<file path="src/rtl/fft_stage_sequencer.sv">
`default_nettype none
// ============================================================================
// Module      : fft_stage_sequencer
// Description : Sequences a radix-2 DIT FFT of 2^LOG2N points through LOG2N
//               butterfly stages. Each RUN cycle it issues one butterfly
//               (operand addresses A/B plus twiddle-ROM index). Optional
//               idle bubbles separate stages so the datapath can drain.
//               Define FFT_SEQ_PIPE_EN to register the datapath-facing
//               outputs (bf_valid, stage, addr_a, addr_b, tw_idx, done)
//               through one extra stage; busy stays undelayed.
// Revision    : 1.0 - initial release
// ============================================================================
module fft_stage_sequencer #(
  parameter int LOG2N     = 3,
  parameter int STAGE_GAP = 2
) (
  input  logic             clk,
  input  logic             rst_n,
  input  logic             start,
  input  logic             stall,
  output logic             busy,
  output logic             bf_valid,
  output logic [3:0]       stage,
  output logic [LOG2N-1:0] addr_a,
  output logic [LOG2N-1:0] addr_b,
  output logic [LOG2N-2:0] tw_idx,
  output logic             done
);

  localparam int JW = LOG2N - 1;

  localparam logic [1:0] S_IDLE = 2'd0;
  localparam logic [1:0] S_RUN  = 2'd1;
  localparam logic [1:0] S_GAP  = 2'd2;
  localparam logic [1:0] S_DONE = 2'd3;

  localparam logic [JW-1:0] J_LAST     = '1;
  localparam logic [3:0]    STAGE_LAST = 4'(LOG2N - 1);
  localparam logic [3:0]    GAP_LAST   = 4'((STAGE_GAP == 0) ? 0 : STAGE_GAP - 1);
  // With no bubble requested the next stage starts straight out of RUN.
  localparam logic [1:0]    S_AFTER_STAGE = (STAGE_GAP == 0) ? S_RUN : S_GAP;

  logic [1:0]    state;
  logic [JW-1:0] bfly_cnt;
  logic [3:0]    stage_cnt;
  logic [3:0]    gap_cnt;
  logic          accept_start;

  // Combinationally decoded outputs, before the optional pipeline stage.
  logic             active;
  logic [LOG2N-1:0] j_ext;
  logic [LOG2N-1:0] half;
  logic [LOG2N-1:0] mask;
  logic [JW-1:0]    k_val;
  logic             bf_valid_d;
  logic             done_d;
  logic [3:0]       stage_d;
  logic [LOG2N-1:0] addr_a_d;
  logic [LOG2N-1:0] addr_b_d;
  logic [LOG2N-2:0] tw_idx_d;

`ifdef FFT_SEQ_PIPE_EN
  logic             done_q;
  // A delayed done still counts as busy, so a new start waits for it to clear.
  assign accept_start = start & ~done_q;
`else
  assign accept_start = start;
`endif

  // Control FSM with butterfly, stage and bubble counters; stall freezes RUN/GAP.
  always_ff @(posedge clk or negedge rst_n) begin
    if (!rst_n) begin
      state     <= S_IDLE;
      bfly_cnt  <= '0;
      stage_cnt <= '0;
      gap_cnt   <= '0;
    end else begin
      case (state)
        S_IDLE: begin
          if (accept_start) begin
            state     <= S_RUN;
            bfly_cnt  <= '0;
            stage_cnt <= '0;
            gap_cnt   <= '0;
          end
        end
        S_RUN: begin
          if (!stall) begin
            if (bfly_cnt == J_LAST) begin
              bfly_cnt <= '0;
              gap_cnt  <= '0;
              if (stage_cnt == STAGE_LAST) begin
                stage_cnt <= '0;
                state     <= S_DONE;
              end else begin
                stage_cnt <= stage_cnt + 4'd1;
                state     <= S_AFTER_STAGE;
              end
            end else begin
              bfly_cnt <= bfly_cnt + JW'(1);
            end
          end
        end
        S_GAP: begin
          if (!stall) begin
            if (gap_cnt == GAP_LAST) begin
              gap_cnt <= '0;
              state   <= S_RUN;
            end else begin
              gap_cnt <= gap_cnt + 4'd1;
            end
          end
        end
        S_DONE: begin
          state <= S_IDLE;
        end
        default: begin
          state <= S_IDLE;
        end
      endcase
    end
  end

  // Address/twiddle decode: split j into group g (high bits) and offset k
  // (low s bits); inserting a zero at bit s gives addr_a, setting it gives addr_b.
  always_comb begin
    active     = (state == S_RUN) || (state == S_GAP);
    j_ext      = {1'b0, bfly_cnt};
    half       = LOG2N'(1) << stage_cnt;
    mask       = half - LOG2N'(1);
    k_val      = bfly_cnt & mask[JW-1:0];
    bf_valid_d = (state == S_RUN) & ~stall;
    done_d     = (state == S_DONE);
    stage_d    = '0;
    addr_a_d   = '0;
    addr_b_d   = '0;
    tw_idx_d   = '0;
    if (active) begin
      stage_d  = stage_cnt;
      addr_a_d = ((j_ext & ~mask) << 1) | (j_ext & mask);
      addr_b_d = addr_a_d + half;
      tw_idx_d = k_val << (STAGE_LAST - stage_cnt);
    end
  end

`ifdef FFT_SEQ_PIPE_EN
  logic             bf_valid_q;
  logic [3:0]       stage_q;
  logic [LOG2N-1:0] addr_a_q;
  logic [LOG2N-1:0] addr_b_q;
  logic [LOG2N-2:0] tw_idx_q;

  // One-cycle output register stage toward the datapath and twiddle ROM.
  always_ff @(posedge clk or negedge rst_n) begin
    if (!rst_n) begin
      bf_valid_q <= 1'b0;
      done_q     <= 1'b0;
      stage_q    <= '0;
      addr_a_q   <= '0;
      addr_b_q   <= '0;
      tw_idx_q   <= '0;
    end else begin
      bf_valid_q <= bf_valid_d;
      done_q     <= done_d;
      stage_q    <= stage_d;
      addr_a_q   <= addr_a_d;
      addr_b_q   <= addr_b_d;
      tw_idx_q   <= tw_idx_d;
    end
  end

  assign busy     = (state != S_IDLE) | done_q;
  assign bf_valid = bf_valid_q;
  assign done     = done_q;
  assign stage    = stage_q;
  assign addr_a   = addr_a_q;
  assign addr_b   = addr_b_q;
  assign tw_idx   = tw_idx_q;
`else
  assign busy     = (state != S_IDLE);
  assign bf_valid = bf_valid_d;
  assign done     = done_d;
  assign stage    = stage_d;
  assign addr_a   = addr_a_d;
  assign addr_b   = addr_b_d;
  assign tw_idx   = tw_idx_d;
`endif

endmodule
`default_nettype wire

</file>
<file path="config.mk">
export PLATFORM = sky130hd
export DESIGN_NAME = fft_stage_sequencer
export DESIGN_NICKNAME = d
export VERILOG_FILES = /design/src/rtl/fft_stage_sequencer.sv
export SDC_FILE = /design/constraint.sdc
export NUM_CORES = 1
export LEC_CHECK = 0
export CAP_MARGIN = 0
export CORE_MARGIN = 2
export CORE_UTILIZATION = 55
export DETAILED_ROUTE_END_ITERATION = 6
export HOLD_SLACK_MARGIN = 0.08
export PLACE_DENSITY_LB_ADDON = 0.15
export SETUP_SLACK_MARGIN = 0.3
export SLEW_MARGIN = 20
export SYNTH_ARGS = -nofsm -noshare
export SYNTH_HDL_FRONTEND = slang
export SYNTH_SLANG_ARGS = --single-unit
</file>
<file path="constraint.sdc">
create_clock -name clk -period 4.4 [get_ports clk]
set_input_delay 0.88 -clock clk [delete_from_list [all_inputs] [get_ports clk]]
set_output_delay 0.88 -clock clk [all_outputs]
set_load 0.01 [all_outputs]
</file>
After elaboration in Yosys (flattened, before gate mapping):

Cells that the tools add are included.

* register bits: 12
* output and inout port bits: 15
* word-level logic and storage cells: 64
* bits of input ports: 4

* bitwise operators: 7
* reduce and logical (&&, ||, !) cells: 9
* equality and inequality tests: 11
* add/subtract/negate cells: 6
* shift-type cells: 2
* mux-type cells: 25

Operators with widths (number)
* 4-bit 2-to-1 mux: 9
* 2-bit 2-to-1 mux: 9
* 4-bit case mux with 3 select lines: 1
* 2-bit != test, second input constant: 5
* 5-bit AND reduction: 2
* 4-bit by 1-bit adder with 4-bit output, second input constant: 2
* 2-bit case mux with 4 select lines: 1
* 4-bit case mux with 2 select lines: 1
* 2-bit == test, second input constant: 3
* 3-bit 2-to-1 mux: 2
* 2-bit bitwise AND: 2
* 4-bit by 1-bit == test with 1-bit output, second input constant: 1
* 4-bit by 2-bit == test with 1-bit output, second input constant: 1
* 2-bit case mux with 2 select lines: 1
* 4-bit AND reduction: 1
* 2-bit nonzero test: 2
* 1-bit by 4-bit << shifter with 3-bit output, first input constant: 1
* 2-bit by 4-bit << shifter with 2-bit output: 1
* 2-bit by 4-bit subtractor with 4-bit output, first input constant: 1
* 3-bit adder: 1
* 2-bit by 3-bit bitwise AND with 3-bit output: 1
* 3-bit bitwise OR: 1
* 3-bit AND reduction: 1
* 3-bit nonzero test: 1
* 9 further kinds: 9

Depth between registers and ports, before layout:

* depth in word-level cells: 7
* gate-level depth with buffers: 7
* mapped depth without buffers: 6

Least setup slack after synthesis:

Ideal clock, no wire load.

* kind: reg-to-output
* start: reg stage_cnt[3]
* end: out addr_b[2]
* data required time: 3.520 ns
* slack: 1.689 ns
* stages on the path, launching flop included: 6
* buffers on the path: 0
* arrival: 1.831 ns
* cell sequence: dfrtp_1 or3_4 a22o_4 fa_1 xor2_1 nor2_1

* longest elaborated chain between the ends: 7
* elaborated cells between the ends (all ways): 8
* those cells by class: 2 x add/sub; 1 x shift; 1 x mux; 4 x bitwise

Ends and longest elaborated chain
* start, declared: RTL line 45 `logic [3:0] stage_cnt;`
* start signal, assigned: RTL line 96 `stage_cnt <= stage_cnt + 4'd1;`
* 1-bit by 4-bit << shifter with 3-bit output (*): RTL line 129 `half = LOG2N'(1) << stage_cnt;`
* 3-bit by 1-bit subtractor with 3-bit output: RTL line 130 `mask = half - LOG2N'(1);`
* 2-bit NOT: RTL line 140 `addr_a_d = ((j_ext & ~mask) << 1) | (j_ext & mask);`
* 2-bit bitwise AND: RTL line 140
* 3-bit bitwise OR: RTL line 140
* 3-bit adder (*): RTL line 141 `addr_b_d = addr_a_d + half;`
* 3-bit 2-to-1 mux (*): RTL line 138 `if (active) begin`
* end, declared: RTL line 25 `output logic [LOG2N-1:0] addr_b,`

Every way passes the cells marked *; elsewhere a longest branch is shown, timed or not.

Final worst setup path:

* start: reg stage_cnt[1]
* end: out addr_b[2]

Same word-level chain as after synthesis.

==> flow_summary.toml <==
[global_routing]
track_usage = 0.226
antenna_found_initial = 0
grt_first_pass_wirelength_mm = 3.46
grt_overflow = 0
grt_pass1_vias = 776
grt_max_degree = 13

[synth]
synthesis.instances = 116
syn_area_per_cell_sq_um = 8.58
syn-num-nets = 130
synth-edff-count = 0
synth_area_sq_um = 995
ys_ff_latch = 12
synth_area_leaders = "dfrtp_1 30%, ha_1 11%, nor2_1 6.0%, inv_1 4.2%, mux2i_1 4.0%"
ys_warn_count = 0
netlist.top_cell.by_area = "dfrtp_1"
synthFlopType = "dfrtp_1"
ys_seq_area_frac = 0.302
ys_async_sr_fraction = 1.00
synthDistinctLibCells = 41
synth_top_cell_area_share = 0.302

[setup_path]
path_buf_inv = 1
cp-start-kind = "register"
crit_chain = "or3_4 -> a22o_4 -> fa_1 -> xor2_1 -> nor2_1 -> clkdlybuf4s50_1"
cpLargestDelayFamily = "buffers and inverters"
worstPathRequired_ns = 3.52
regToRegStartpoint = "state[1]"
slowest_stage = "clkdlybuf4s50_1"
critPathCaptureType = "output port"
cp_max_fo = 9
slowest_delay_ns = 0.54
cp.arrival_ns = 2.67
critPathLaunch = "stage_cnt[1]"
path_class = "register to output port"

[finish]
finalNetCount = 151
final_cell_mix = "18 x clkdlybuf4s50_1, 16 x nor2_1, 12 x dfrtp_1"
antennaDiodeCount = 0
mostFrequentLayoutCell = "clkdlybuf4s50_1"
drive_above_1_share = 0.0956
design_area_sq_mm = 0.00123
syn_to_final_growth_pct = 23.6

[floorplanning]
die_area_sq_mm = 0.00216
die_w_microns = 46.5
die-height_microns = 46.5
start_util = 0.582
core_sq_mm = 0.00171
num_io_pins = 19
fp-row-count = 15

[timing]
fin_skew_ns = 0.00176
finalCriticalPeriod_ns = 3.55
setup_viol = 0
setup_tns_ns = 0
finalHoldViolCount = 0
worst_pin_slew_ns = 0.537
finalMaxSlewViolations = 0
rsz0062_at_grt = "false"
maxSlewHeadroom = 0.641
max_freq_ghz = 0.282
period_share = 0.806

[cts]
cts_max_level = 1
path_clk_slew_ns = 0.08
root_buffer = "clkbuf_4"
worst_skew_pair.late_latency_ns = 0.29
cts.path.max_buffers = 2
cts_buffers = 3
cts_tree = "yes"
cts_resized = 0
clkSinkCount = 12
cts_setup_buffers = 0
hold_buffers = 0

[power]
p_leak_nw = 0.554
vdd_drop_max_mv = 0.563
p_per_area_mw_per_mm2 = 722

[job]
drv_cap = 0

[detailed_routing]
vias = 856
first_pass_iters = 4
wire_per_inst_microns = 12.9
drt_iter0_drc = 25
drc = 0
ant_nets = 0
vias_per_cell = 5.32
drt-total-wl_mm = 2.08

[run_status]
outcome = "complete, no violations"

[worst_hold_path]
hold_start = "gap_cnt[3]"
hold_path_class = "register to register"

[placement]
port_buffers = 18
gp_congestion = 0.888
place_hpwl_mm = 1.67
dpl_cell_area_sq_mm = 0.00119
==> synth_stat cells, types with 2 or more instances <==
cell,count
a21oi_1,2
o21ai_1,4
a31oi_1,2
o2bb2ai_1,3
nor2_1,16
nor3_1,2
nor4_1,2
ha_1,9
nand2b_1,3
and2_1,2
dfrtp_1,12
a22o_1,2
mux2_1,2
nand3_1,4
nand2_1,9
nor2b_1,4
mux2i_1,4
inv_1,11
==> per-layer routing <==
metal | track usage | wire, microns
met1 | 0.288 | 984
met2 | 0.361 | 961
met3 | 0.0353 | 81
met4 | 0.120 | 53
met5 | 0 | 0
==> layout make-up <==
class / count / area (sq um)
Clock buffer: 4 / 36.3
Fill cell: 146 / 478
Inverter: 11 / 41.3
Multi-Input combinational cell: 91 / 641
Sequential cell: 12 / 300
Tap cell: 25 / 31.3
Timing Repair Buffer: 18 / 180
==> cell families (layout without fill, tap and decap cells) <==
logic type	count (synthesis)	in the layout	synth area share
muxes	6	6	0.0629
other	1	1	0.00377
and+or+nand+nor	49	49	0.247
buffers and inverters	13	33	0.0541
DFF	12	12	0.302
adders and majority gates	10	10	0.133
xor gates and xnor gates	2	2	0.0176
AOI/OAI and AO/OA	23	23	0.180
==> flip-flops by register name (all words and copies together), names as in the netlist <==
signal and count:
stage_cnt 4, state 2, gap_cnt 4, bfly_cnt 2
==> report_power, final <==
group	internal, mW	switching [mW]
logic	0.290	0.309
registers	0.144	0.0540
clock network	0.0505	0.0413
total	0.484	0.405
==> worst paths after layout <==
| path | end | slack, ns | depth (start not counted) |
|---|---|---|---|
| max | addr_b[2] | 0.85 | 6 |
| max in group asynchronous | stage_cnt[2] | 3.11 | 1 |
| min reg2reg | gap_cnt[3] | 0.52 | 1 |
| max reg2reg | stage_cnt[2] | 2.63 | 6 |
| min | gap_cnt[3] | 0.52 | 1 |
| min in group asynchronous | stage_cnt[3] | 0.94 | 1 |
==> metrics by stage <==
stage | hold slack (ns) | cells | setup WS (ns) | power, mW | utilization
after floorplan | 0.471 | 116 | 1.69 | 0.593 | -
after global placement | 0.492 | 157 | 1.21 | 0.779 | 0.699
after detailed placement | 0.506 | 157 | 1.16 | 0.799 | 0.699
after CTS | 0.525 | 161 | 0.845 | 0.892 | 0.720
after global routing | 0.549 | 161 | 0.775 | 0.970 | 0.720
final | 0.518 | 161 | 0.855 | 0.888 | 0.720
Power figures use the tool's default switching activity.
